===== src/rtl/pipe_pc_pkg.sv =====
// rtl/pipe_pc_pkg.sv - FSM states and redirect source codes for the fetch PC generator
package pipe_pc_pkg;

  typedef enum logic {
    ST_BOOT = 1'b0,
    ST_RUN  = 1'b1
  } pc_state_e;

  typedef enum logic [2:0] {
    SRC_SEQ  = 3'd0,
    SRC_JMP  = 3'd1,
    SRC_BR   = 3'd2,
    SRC_EXC  = 3'd3,
    SRC_PEND = 3'd4
  } pc_src_e;

  // True only for redirects arriving this cycle, not for a replayed pending target.
  function automatic logic is_incoming(input pc_src_e s);
    return (s == SRC_EXC) || (s == SRC_BR) || (s == SRC_JMP);
  endfunction

endpackage


===== src/rtl/pipe_pc_redirect_sel.sv =====
// rtl/pipe_pc_redirect_sel.sv - priority mux: exc > br > jmp > pending > sequential
module pipe_pc_redirect_sel
  import pipe_pc_pkg::*;
#(
  parameter int               WIDTH   = 32,
  parameter logic [WIDTH-1:0] EXC_VEC = WIDTH'(32'h0000_0008),
  parameter int               INC     = 4
) (
  input  logic             run,
  input  logic             exc,
  input  logic             br_taken,
  input  logic [WIDTH-1:0] br_target,
  input  logic             jmp,
  input  logic [WIDTH-1:0] jmp_target,
  input  logic             pend_valid,
  input  logic [WIDTH-1:0] pend_target,
  input  logic [WIDTH-1:0] pc,
  output logic [WIDTH-1:0] pc_next,
  output pc_src_e          src
);

  always_comb begin
    src     = SRC_SEQ;
    pc_next = pc + WIDTH'(INC);
    // During boot the PC is pinned, so every request is masked here.
    if (!run) begin
      pc_next = pc;
    end else if (exc) begin
      src     = SRC_EXC;
      pc_next = EXC_VEC;
    end else if (br_taken) begin
      src     = SRC_BR;
      pc_next = br_target;
    end else if (jmp) begin
      src     = SRC_JMP;
      pc_next = jmp_target;
    end else if (pend_valid) begin
      src     = SRC_PEND;
      pc_next = pend_target;
    end
  end

endmodule


===== src/rtl/pipe_pc_gen.sv =====
// rtl/pipe_pc_gen.sv - fetch-stage PC register with boot window and stalled-redirect buffer
module pipe_pc_gen
  import pipe_pc_pkg::*;
#(
  parameter int               WIDTH      = 32,
  parameter logic [WIDTH-1:0] RESET_VEC  = WIDTH'(32'h0000_0000),
  parameter logic [WIDTH-1:0] EXC_VEC    = WIDTH'(32'h0000_0008),
  parameter int               INC        = 4,
  parameter int               ALIGN_BITS = 2
) (
  input  logic             clk,
  input  logic             clrn,
  input  logic             wpc,
  input  logic             exc,
  input  logic             br_taken,
  input  logic [WIDTH-1:0] br_target,
  input  logic             jmp,
  input  logic [WIDTH-1:0] jmp_target,
  output logic [WIDTH-1:0] pc,
  output logic [WIDTH-1:0] pc_next,
  output logic             pc_valid,
  output logic             redir_pend,
  output logic             misalign
);

  pc_state_e        state;
  pc_src_e          src;
  logic [WIDTH-1:0] pend_target;
  logic             pend_exc;
  logic             run;
  logic             incoming;

  assign run      = (state == ST_RUN);
  assign incoming = is_incoming(src);

  pipe_pc_redirect_sel #(
    .WIDTH   (WIDTH),
    .EXC_VEC (EXC_VEC),
    .INC     (INC)
  ) u_sel (
    .run         (run),
    .exc         (exc),
    .br_taken    (br_taken),
    .br_target   (br_target),
    .jmp         (jmp),
    .jmp_target  (jmp_target),
    .pend_valid  (redir_pend),
    .pend_target (pend_target),
    .pc          (pc),
    .pc_next     (pc_next),
    .src         (src)
  );

  always_ff @(posedge clk or negedge clrn) begin
    if (!clrn) begin
      state       <= ST_BOOT;
      pc          <= RESET_VEC;
      pc_valid    <= 1'b0;
      redir_pend  <= 1'b0;
      pend_target <= '0;
      pend_exc    <= 1'b0;
    end else if (state == ST_BOOT) begin
      state    <= ST_RUN;
      pc_valid <= 1'b1;
    end else if (wpc) begin
      pc         <= pc_next;
      redir_pend <= 1'b0;
      pend_exc   <= 1'b0;
    end else if (incoming && !(redir_pend && pend_exc && (src != SRC_EXC))) begin
      // A held exception outranks any later non-exception redirect.
      pend_target <= pc_next;
      pend_exc    <= (src == SRC_EXC);
      redir_pend  <= 1'b1;
    end
  end

  if (ALIGN_BITS > 0) begin : g_align
    assign misalign = |pc[ALIGN_BITS-1:0];
  end else begin : g_noalign
    assign misalign = 1'b0;
  end

endmodule


===== config.mk =====
export PLATFORM = sky130hd
export DESIGN_NAME = pipe_pc_gen
export DESIGN_NICKNAME = d
export VERILOG_FILES = /design/src/rtl/pipe_pc_pkg.sv /design/src/rtl/pipe_pc_redirect_sel.sv /design/src/rtl/pipe_pc_gen.sv
export SDC_FILE = /design/constraint.sdc
export NUM_CORES = 1
export LEC_CHECK = 0
export ABC_CLOCK_PERIOD_IN_PS = 2800
export BUFFER_PORTS_ARGS = -buffer_cell sky130_fd_sc_hd__buf_2
export CORE_ASPECT_RATIO = 0.8
export CORE_MARGIN = 4
export CORE_UTILIZATION = 45
export DETAILED_ROUTE_END_ITERATION = 12
export GPL_ROUTABILITY_DRIVEN = 0
export GPL_TIMING_DRIVEN = 0
export PLACE_DENSITY = 0.71
export SYNTH_ARGS = -nofsm -noshare
export SYNTH_HDL_FRONTEND = slang
export SYNTH_HIERARCHICAL = 1
export SYNTH_SLANG_ARGS = --single-unit

===== constraint.sdc =====
create_clock -name clk -period 2.8 [get_ports clk]
set_input_delay 0.28 -clock clk [delete_from_list [all_inputs] [get_ports clk]]
set_output_delay 0.28 -clock clk [all_outputs]
set_load 0.01 [all_outputs]

==> results of run 1 <==
## worst paths after layout
| check | from | to | slack, ns |
|---|---|---|---|
| worst max-delay path | pc[7] | pc_next[31] | 0.12 |
| worst min-delay path | clrn | pc[25] | 0.08 |
| worst max register to register | run | pend_target[30] | 0.13 |
| worst min register to register | pc_valid | pc_valid | 0.49 |
| max in group asynchronous | clrn | run | 2.12 |
| min in group clk | wpc | pend_exc | 0.18 |
## where the power goes
group          switching [mW]  internal [mW]
clock                   0.403          0.726
sequential              0.292           1.25
combinational           0.597          0.630
total                    1.29           2.60
## final cells by class
type                       count  area [um2]  share of cell area
multi-input combinational    356        2730               0.467
sequential                    68        1710               0.291
timing repair buffer         137         691               0.118
clock buffer                  12         256              0.0438
buffer                        32         220              0.0376
tap                          136         170              0.0291
inverter                      11        41.3             0.00705
clock inverter                 2        35.0             0.00599
## layout by cell type, fill, tap and decap left out, types with 4 or more instances in the layout
| master | netlist | final |
|---|---|---|
| o2bb2ai_1 | 6 | 5 |
| mux2i_1 | 7 | 7 |
| mux2_2 | 34 | 34 |
| nor4_1 | 5 | 5 |
| buf_4 | 1 | 4 |
| mux2_4 | 30 | 30 |
| nand2_1 | 26 | 25 |
| a221oi_1 | 9 | 9 |
| o211ai_1 | 5 | 5 |
| o221ai_1 | 15 | 15 |
| a211o_1 | 5 | 5 |
| o31ai_1 | 6 | 6 |
| a32oi_1 | 4 | 4 |
| dfrtp_1 | 68 | 65 |
| buf_2 | 11 | 143 |
| clkbuf_8 | 4 | 6 |
| a21oi_1 | 15 | 15 |
| o21a_1 | 4 | 4 |
| o22ai_1 | 7 | 7 |
| o21ai_0 | 43 | 43 |
| buf_1 | 5 | 5 |
| clkbuf_16 | 0 | 9 |
| xnor2_1 | 5 | 5 |
| clkbuf_1 | 8 | 7 |
| nor2_1 | 26 | 26 |
| inv_1 | 11 | 11 |
| nand3_1 | 16 | 16 |
| nor3_1 | 12 | 11 |
| nand2b_1 | 10 | 10 |
| nand4_1 | 6 | 6 |
| and4_1 | 5 | 5 |
| buf_6 | 4 | 5 |
## per-stage QoR
stage | cell area, um2 | setup slack, ns
6_report | 5850 | 0.116
3_3_place_gp | 5520 | 0.0867
2_1_floorplan | 4670 | 0.502
4_1_cts | 5830 | 0.0278
5_1_grt | 5850 | 0.00618
3_5_place_dp | 5520 | 0.00986
## registers in the layout (all words and copies together) (netlist names)
| signal | cells |
|---|---|
| pc | 32 |
| pc_valid | 1 |
| pend_exc | 1 |
| pend_target | 32 |
| redir_pend | 1 |
| run | 1 |
## routing by layer
layer	vias to the layer above	track usage
met3	31	0.0671
met1	2263	0.366
met2	269	0.379
met4	0	0.0861
li1	2097	-
met5	-	0
## worst max-delay path, stage by stage (launching register included)
cell and delay (ns):
dfrtp_1 0.50, and4_2 0.34, and4_1 0.33, and2_1 0.20, nand2_1 0.06, o311ai_1 0.42, buf_2 0.22
## kinds of logic after synthesis
| family | Yosys count |
|---|---|
| AO/OA/AOI/OAI | 145 |
| AND/OR/NAND/NOR | 131 |
| multiplexers | 71 |
| flip-flops | 68 |
| buffers and inverters | 44 |
| XOR/XNOR | 7 |
| adder cells (fa/ha/maj) | 1 |
| other | 1 |
## timing repair
| action | CTS | global route |
|---|---|---|
| hold buffers | 0 | 0 |
| pin swaps | 0 | 1 |
| resized for setup | 5 | 10 |
| endpoints found under the setup margin | 6 | 14 |
| buffers inserted | 0 | 1 |
==> out/metrics.yaml, run 1 <==
run_status: "finished, final reports clean"
cts_root_cell: "clkbuf_16"
power.static_leakage_nw: 2.75
synthDominantAreaCellType: "dfrtp_1"
hold_slack_ns: 0.0750
synth_area_leaders: "dfrtp_1 (36%), mux2_4 (9.7%), mux2_2 (8.2%)"
n_antenna_cell: 0
io_pins: 137
hpwl_mm: 11.4
design.die.area_um2: 12100
gr-total-overflow: 0
share_of_the_yosys_chip_area_belonging_to_registers: 0.365
avgViaCountPerCell: 6.18
powerDensity_nw_per_um2: 665
largest_voltage_drop_on_the_vdd_net_mv: 0.398
drtAntennaViolNets: 0
path_class: "reg2out"
grt_max_degree: 69
timing.final.setup_violations: 0
max_slew_margin: 0.413
start_util: 0.472
crit_fanout: 10
clock_sinks: 68
most_frequently_used_cell_type_in_the_post_synthesis_netlist: "dfrtp_1"
areaGrowthSynthToFinish_pct: 25.4
tns_ns: 0
cts_made_buffers: 9
tritoncts: "yes"
largest_family_of_logic_cells_by_synthesized_area: "compound AO/OA/AOI/OAI gates"
critPathCaptureType: "output port"
final_cells: 754
grt_setup_unrepaired: "false"
ys_warn_count: 6
clock.fmax_mhz: 373
chipHeight_um: 99.1
max_cap_viol: 0
critical_path_arrival_ns: 2.40
deepest_clock_path_buffer_count: 2
fillers: 897
layout-drive-gt1-share: 0.414
placement_rows: 32
register_bit_count_reported_by_yosys: 68
drt_drc_violations_left: 0
initial_antenna_violation_count: 0
synth-edff-count: 0
number_of_nets_at_the_end_of_the_flow: 686
drt-met1-wl_mm: 6.73
power.total_mw: 3.89
data_required_critical_path_ns: 2.52
synth-adder-area-share: 0.00268
maxSlewViolCount: 0
worstMarginPinSlew_ns: 0.881
firstDrtPassIters: 5
worstHoldPathType: "in2async"
cts.clk_slew.worst_paths_ns: 0.06
worstSkewPairLatency_ns: 0.33
cts.htree.levels: 3
syn_avg_cell_area_um2: 9.97
post_synth_mux_area_share: 0.194
floorplan.die.width_um: 122
top_area_cell_type_share_of_the_netlist_area: 0.365
grt_pass1_vias: 4600
grtUsageTotal: 0.257
skew_ns: 0.00831
core-area_um2: 9890
hold_violations_final: 0
netlist-cell-type-count: 67
met2_wirelength_mm: 6.72
numPortBuffers: 136
syn_inst_count: 468
yosys.area_share.simple: 0.155
worst_r2r_path_depth: 9
dr_wl_met3_mm: 1.66
final_period_minus_worst_setup_slack_ns: 2.68
vias: 4660
yosys_most_used_dff: "dfrtp_1"
initialDrtViolationCount: 444
placed_cells_incl_taps: 740
grt_pass1_wl_mm: 24.3
drt-total-wl_mm: 15.5
min_period_over_period: 0.958
top_signal_layer_used: "met4"
synth_commonest_cells: "dfrtp_1 (68), o21ai_0 (43), mux2_2 (34)"
synthXorXnorAreaFrac: 0.0131
wire_per_inst_um: 20.6
fraction_of_the_mapped_netlist_area_in_compound_gates: 0.216
final_core_util: 0.592
setup.worst_path.start_class: "flop"
async_flop_share: 1.00
synthesis.area_um2: 4670
synth.net_count: 539
Power figures use the tool's default switching activity.
==> run 2: changes to the inputs <==
- ABC_AREA: not set -> 1
- BUFFER_PORTS_ARGS: -buffer_cell sky130_fd_sc_hd__buf_2 -> -buffer_cell sky130_fd_sc_hd__buf_4
- CAP_MARGIN: not set -> 20
- PLACE_DENSITY: 0.71 -> 0.7
==> out/metrics.yaml, run 2 <==
run_status: "finished, final reports clean"  # unchanged
initial_antenna_violation_count: 0  # unchanged
drt_drc_violations_left: 0  # unchanged
ys_warn_count: 6  # unchanged
synth-edff-count: 0  # unchanged
hold_violations_final: 0  # unchanged
critical-path-slowest-cell: "dfrtp_1"  # unchanged
timing.reg2reg.setup_slack_ns: 0.20  # was 0.13 ns
floorplan.die.width_um: 126  # was 122 um
async_flop_share: 1.00  # unchanged
reg_top3: "pc: 32 flops, pend_target: 32 flops"  # unchanged
maxSlewViolCount: 0  # unchanged
layout_commonest_cell: "nand2_1"  # was buf_2
layout.cell_area.non_filler_um2: 6490  # was 5850 um2
firstDrtPassIters: 5  # unchanged
layout-drive-gt1-share: 0.301  # was 0.414
avgViaCountPerCell: 5.50  # was 6.18
power_frac_comb: 0.334  # was 0.315
netlist-cell-type-count: 36  # was 67
wire_per_inst_um: 17.0  # was 20.6 um
cells_along_the_critical_path: "buf_2, inv_2, nor2_4, buf_4, o221a_2, nand2_1, o21ai_0, buf_4"  # was and4_2, and4_1, and2_1, nand2_1, o311ai_1, buf_2
place_area_um2: 6200  # was 5520 um2
yosys_most_used_dff: "dfrtp_1"  # unchanged
areaGrowthSynthToFinish_pct: 30.0  # was 25.4%
skew_ns: 0.00585  # was 0.00831 ns
layout_common_cells: "nand2_1 (289), buf_4 (144), dfrtp_1 (68), inv_1 (52), nand3_1 (51)"  # was buf_2 (143), dfrtp_1 (65), o21ai_0 (43), mux2_2 (34), mux2_4 (30)
path_class: "reg2out"  # unchanged
cts.clk_slew.worst_paths_ns: 0.06  # about the same
tritoncts: "yes"  # unchanged
synthDominantAreaCellType: "dfrtp_1"  # unchanged
grt-busiest-layer: "met2"  # unchanged
deepest_clock_path_buffer_count: 2  # unchanged
worstSkewPairLatency_ns: 0.34  # was 0.33 ns
crit_path_max_incr_delay_ns: 0.44  # was 0.50 ns
tns_ns: 0  # unchanged
cts_root_cell: "clkbuf_16"  # unchanged
worstMarginPinSlew_ns: 0.920  # was 0.881 ns
power_report.internal_total_mw: 2.34  # was 2.60 mW
timing.final.setup_violations: 0  # unchanged
p_sw_mw: 1.34  # was 1.29 mW
start_util: 0.460  # was 0.472
crit_buf_inv: 4  # was 1
min_period_over_period: 0.943  # was 0.958
synth_area_leaders: "dfrtp_1 (34%), nand2_1 (22%), mux2_2 (6.5%)"  # was dfrtp_1 (36%), mux2_4 (9.7%), mux2_2 (8.2%)
clock_sinks: 68  # unchanged
power.static_leakage_nw: 3.30  # was 2.75 nW
drtAntennaViolNets: 0  # unchanged
groute.layer.met3.usage: 0.0522  # was 0.0671
power.total_mw: 3.68  # was 3.89 mW
top_area_cell_type_share_of_the_netlist_area: 0.341  # was 0.365
share_of_the_yosys_chip_area_belonging_to_registers: 0.341  # was 0.365
synth.net_count: 783  # was 539
numPortBuffers: 136  # unchanged
number_of_nets_at_the_end_of_the_flow: 932  # was 686
final_period_minus_worst_setup_slack_ns: 2.64  # was 2.68 ns
vias: 5548  # was 4660
clock.fmax_mhz: 379  # was 373 MHz
worstHoldPathType: "in2async"  # unchanged
synthesis.area_um2: 4990  # was 4670 um2
clock_power_share: 0.277  # was 0.290
initialDrtViolationCount: 649  # was 444
chipHeight_um: 102  # was 99.1 um
setup.worst_path.start_class: "flop"  # unchanged
design.die.area_um2: 12900  # was 12100 um2
grtUsageTotal: 0.265  # was 0.257
worst_path_dominant_cell_family: "buffers and inverters"  # was simple AND/OR/NAND/NOR gates
max_cap_viol: 0  # unchanged
path_common_cell: "buf_4"
hpwl_mm: 12.7  # was 11.4 mm
most_frequently_used_cell_type_in_the_post_synthesis_netlist: "nand2_1"  # was dfrtp_1
drt-total-wl_mm: 17.1  # was 15.5 mm
global_route.usage.met1: 0.368  # was 0.366
n_antenna_cell: 0  # unchanged
grt_pass1_wl_mm: 26.9  # was 24.3 mm
grt_max_degree: 69  # unchanged
powerDensity_nw_per_um2: 567  # was 665 nW/um2
critical_path_arrival_ns: 2.36  # was 2.40 ns
power.share.switching: 0.364  # was 0.332
synth_commonest_cells: "nand2_1 (289), dfrtp_1 (68), inv_1 (52)"  # was dfrtp_1 (68), o21ai_0 (43), mux2_2 (34)
critPathCaptureType: "output port"  # unchanged
register_bit_count_reported_by_yosys: 68  # unchanged
grt_pass1_vias: 5243  # was 4600
placement_rows: 34  # was 32
syn_avg_cell_area_um2: 7.02  # was 9.97 um2
syn_inst_count: 712  # was 468
cts_made_buffers: 9  # unchanged
gr-total-overflow: 0  # unchanged
grt_use_met2: 0.421  # was 0.379
worstSetupPathDepth: 8  # was 6
max_slew_margin: 0.387  # was 0.413
worst_r2r_path_depth: 12  # was 9
data_required_critical_path_ns: 2.52  # about the same
p_seq_frac: 0.389  # was 0.395
crit_fanout: 10  # unchanged
grt_setup_unrepaired: "false"  # unchanged
io_pins: 137  # unchanged
largest_voltage_drop_on_the_vdd_net_mv: 0.299  # was 0.398 mV
core-area_um2: 10800  # was 9890 um2
cts.htree.levels: 3  # unchanged
==> run 2: cell count changes after synthesis, sizes merged, moves of 11 or more <==
| cell | previous run | this run |
|---|---|---|
| nand4 | 8 | 33 |
| o21ai | 44 | 17 |
| nand2 | 26 | 299 |
| nand3 | 16 | 52 |
| nor2 | 27 | 62 |
| inv | 11 | 56 |
| o221ai | 15 | 0 |
| o221a | 2 | 25 |
| nor3 | 13 | 2 |
| mux2 | 64 | 30 |
==> run 2: repair_timing <==
item                       in CTS  in global routing
resized for setup               2                  3
buffers inserted                0                  2
hold endpoints to repair        0                  0
setup endpoints to repair       2                 36
pin swaps                       0                  2
hold buffers                    0                  0
==> run 2: cell families (layout without fill, tap and decap cells) <==
| logic type | after synthesis | after routing | synth area share |
|---|---|---|---|
| xor gates and xnor gates | 1 | 1 | 0.00175 |
| muxes | 30 | 30 | 0.0676 |
| buffers and inverters | 93 | 246 | 0.0859 |
| and+or+nand+nor | 451 | 451 | 0.395 |
| other | 1 | 1 | 0.000751 |
| DFF | 68 | 68 | 0.341 |
| AOI/OAI and AO/OA | 67 | 67 | 0.106 |
| adders and majority gates | 1 | 1 | 0.00250 |
==> run 2: per-layer routing <==
metal	wire [um]	up-vias
li1	-	2648
met1	7400	2613
met2	7960	271
met3	1600	16
met4	192	0
met5	0	-
==> run 2: final timing paths <==
check | startpoint | end
hold / removal | clrn | pc[8]
min in group clk | wpc | pend_target[0]
setup reg to reg | run | pend_target[10]
setup / recovery | run | pc_next[11]
max in group asynchronous | clrn | pc[28]
hold reg to reg | pend_target[29] | pend_target[29]
==> run 2: through the flow <==
step	utilization	hold slack [ns]	cells	setup WS [ns]
after floorplan	-	-0.0156	712	0.828
after global placement	0.571	0.453	992	0.173
after detailed placement	0.571	0.458	992	0.153
after CTS	0.596	0.114	1007	0.0144
after global routing	0.599	0.163	1009	0.0362
final	0.599	0.0457	1009	0.159
==> run 2: power groups by stage <==
stage / Clock (mW) / Sequential, mW / Combinational, mW
5_1_grt: 1.09 / 1.47 / 1.35
3_3_place_gp: 0 / 1.43 / 1.18
2_1_floorplan: 0 / 1.42 / 0.638
4_1_cts: 1.04 / 1.43 / 1.22
6_report: 1.02 / 1.43 / 1.23
3_5_place_dp: 0 / 1.44 / 1.21
==> run 2: cell type report <==
cell class / instances / area, um2
clock inverters: 3 / 15.0
flip-flops and latches: 68 / 1700
fillers: 1063 / 4360
repair buffers: 138 / 1040
well taps: 144 / 180
clock buffers: 12 / 236
plain buffers: 37 / 219
multi-input cells: 551 / 2890
inverters: 56 / 210
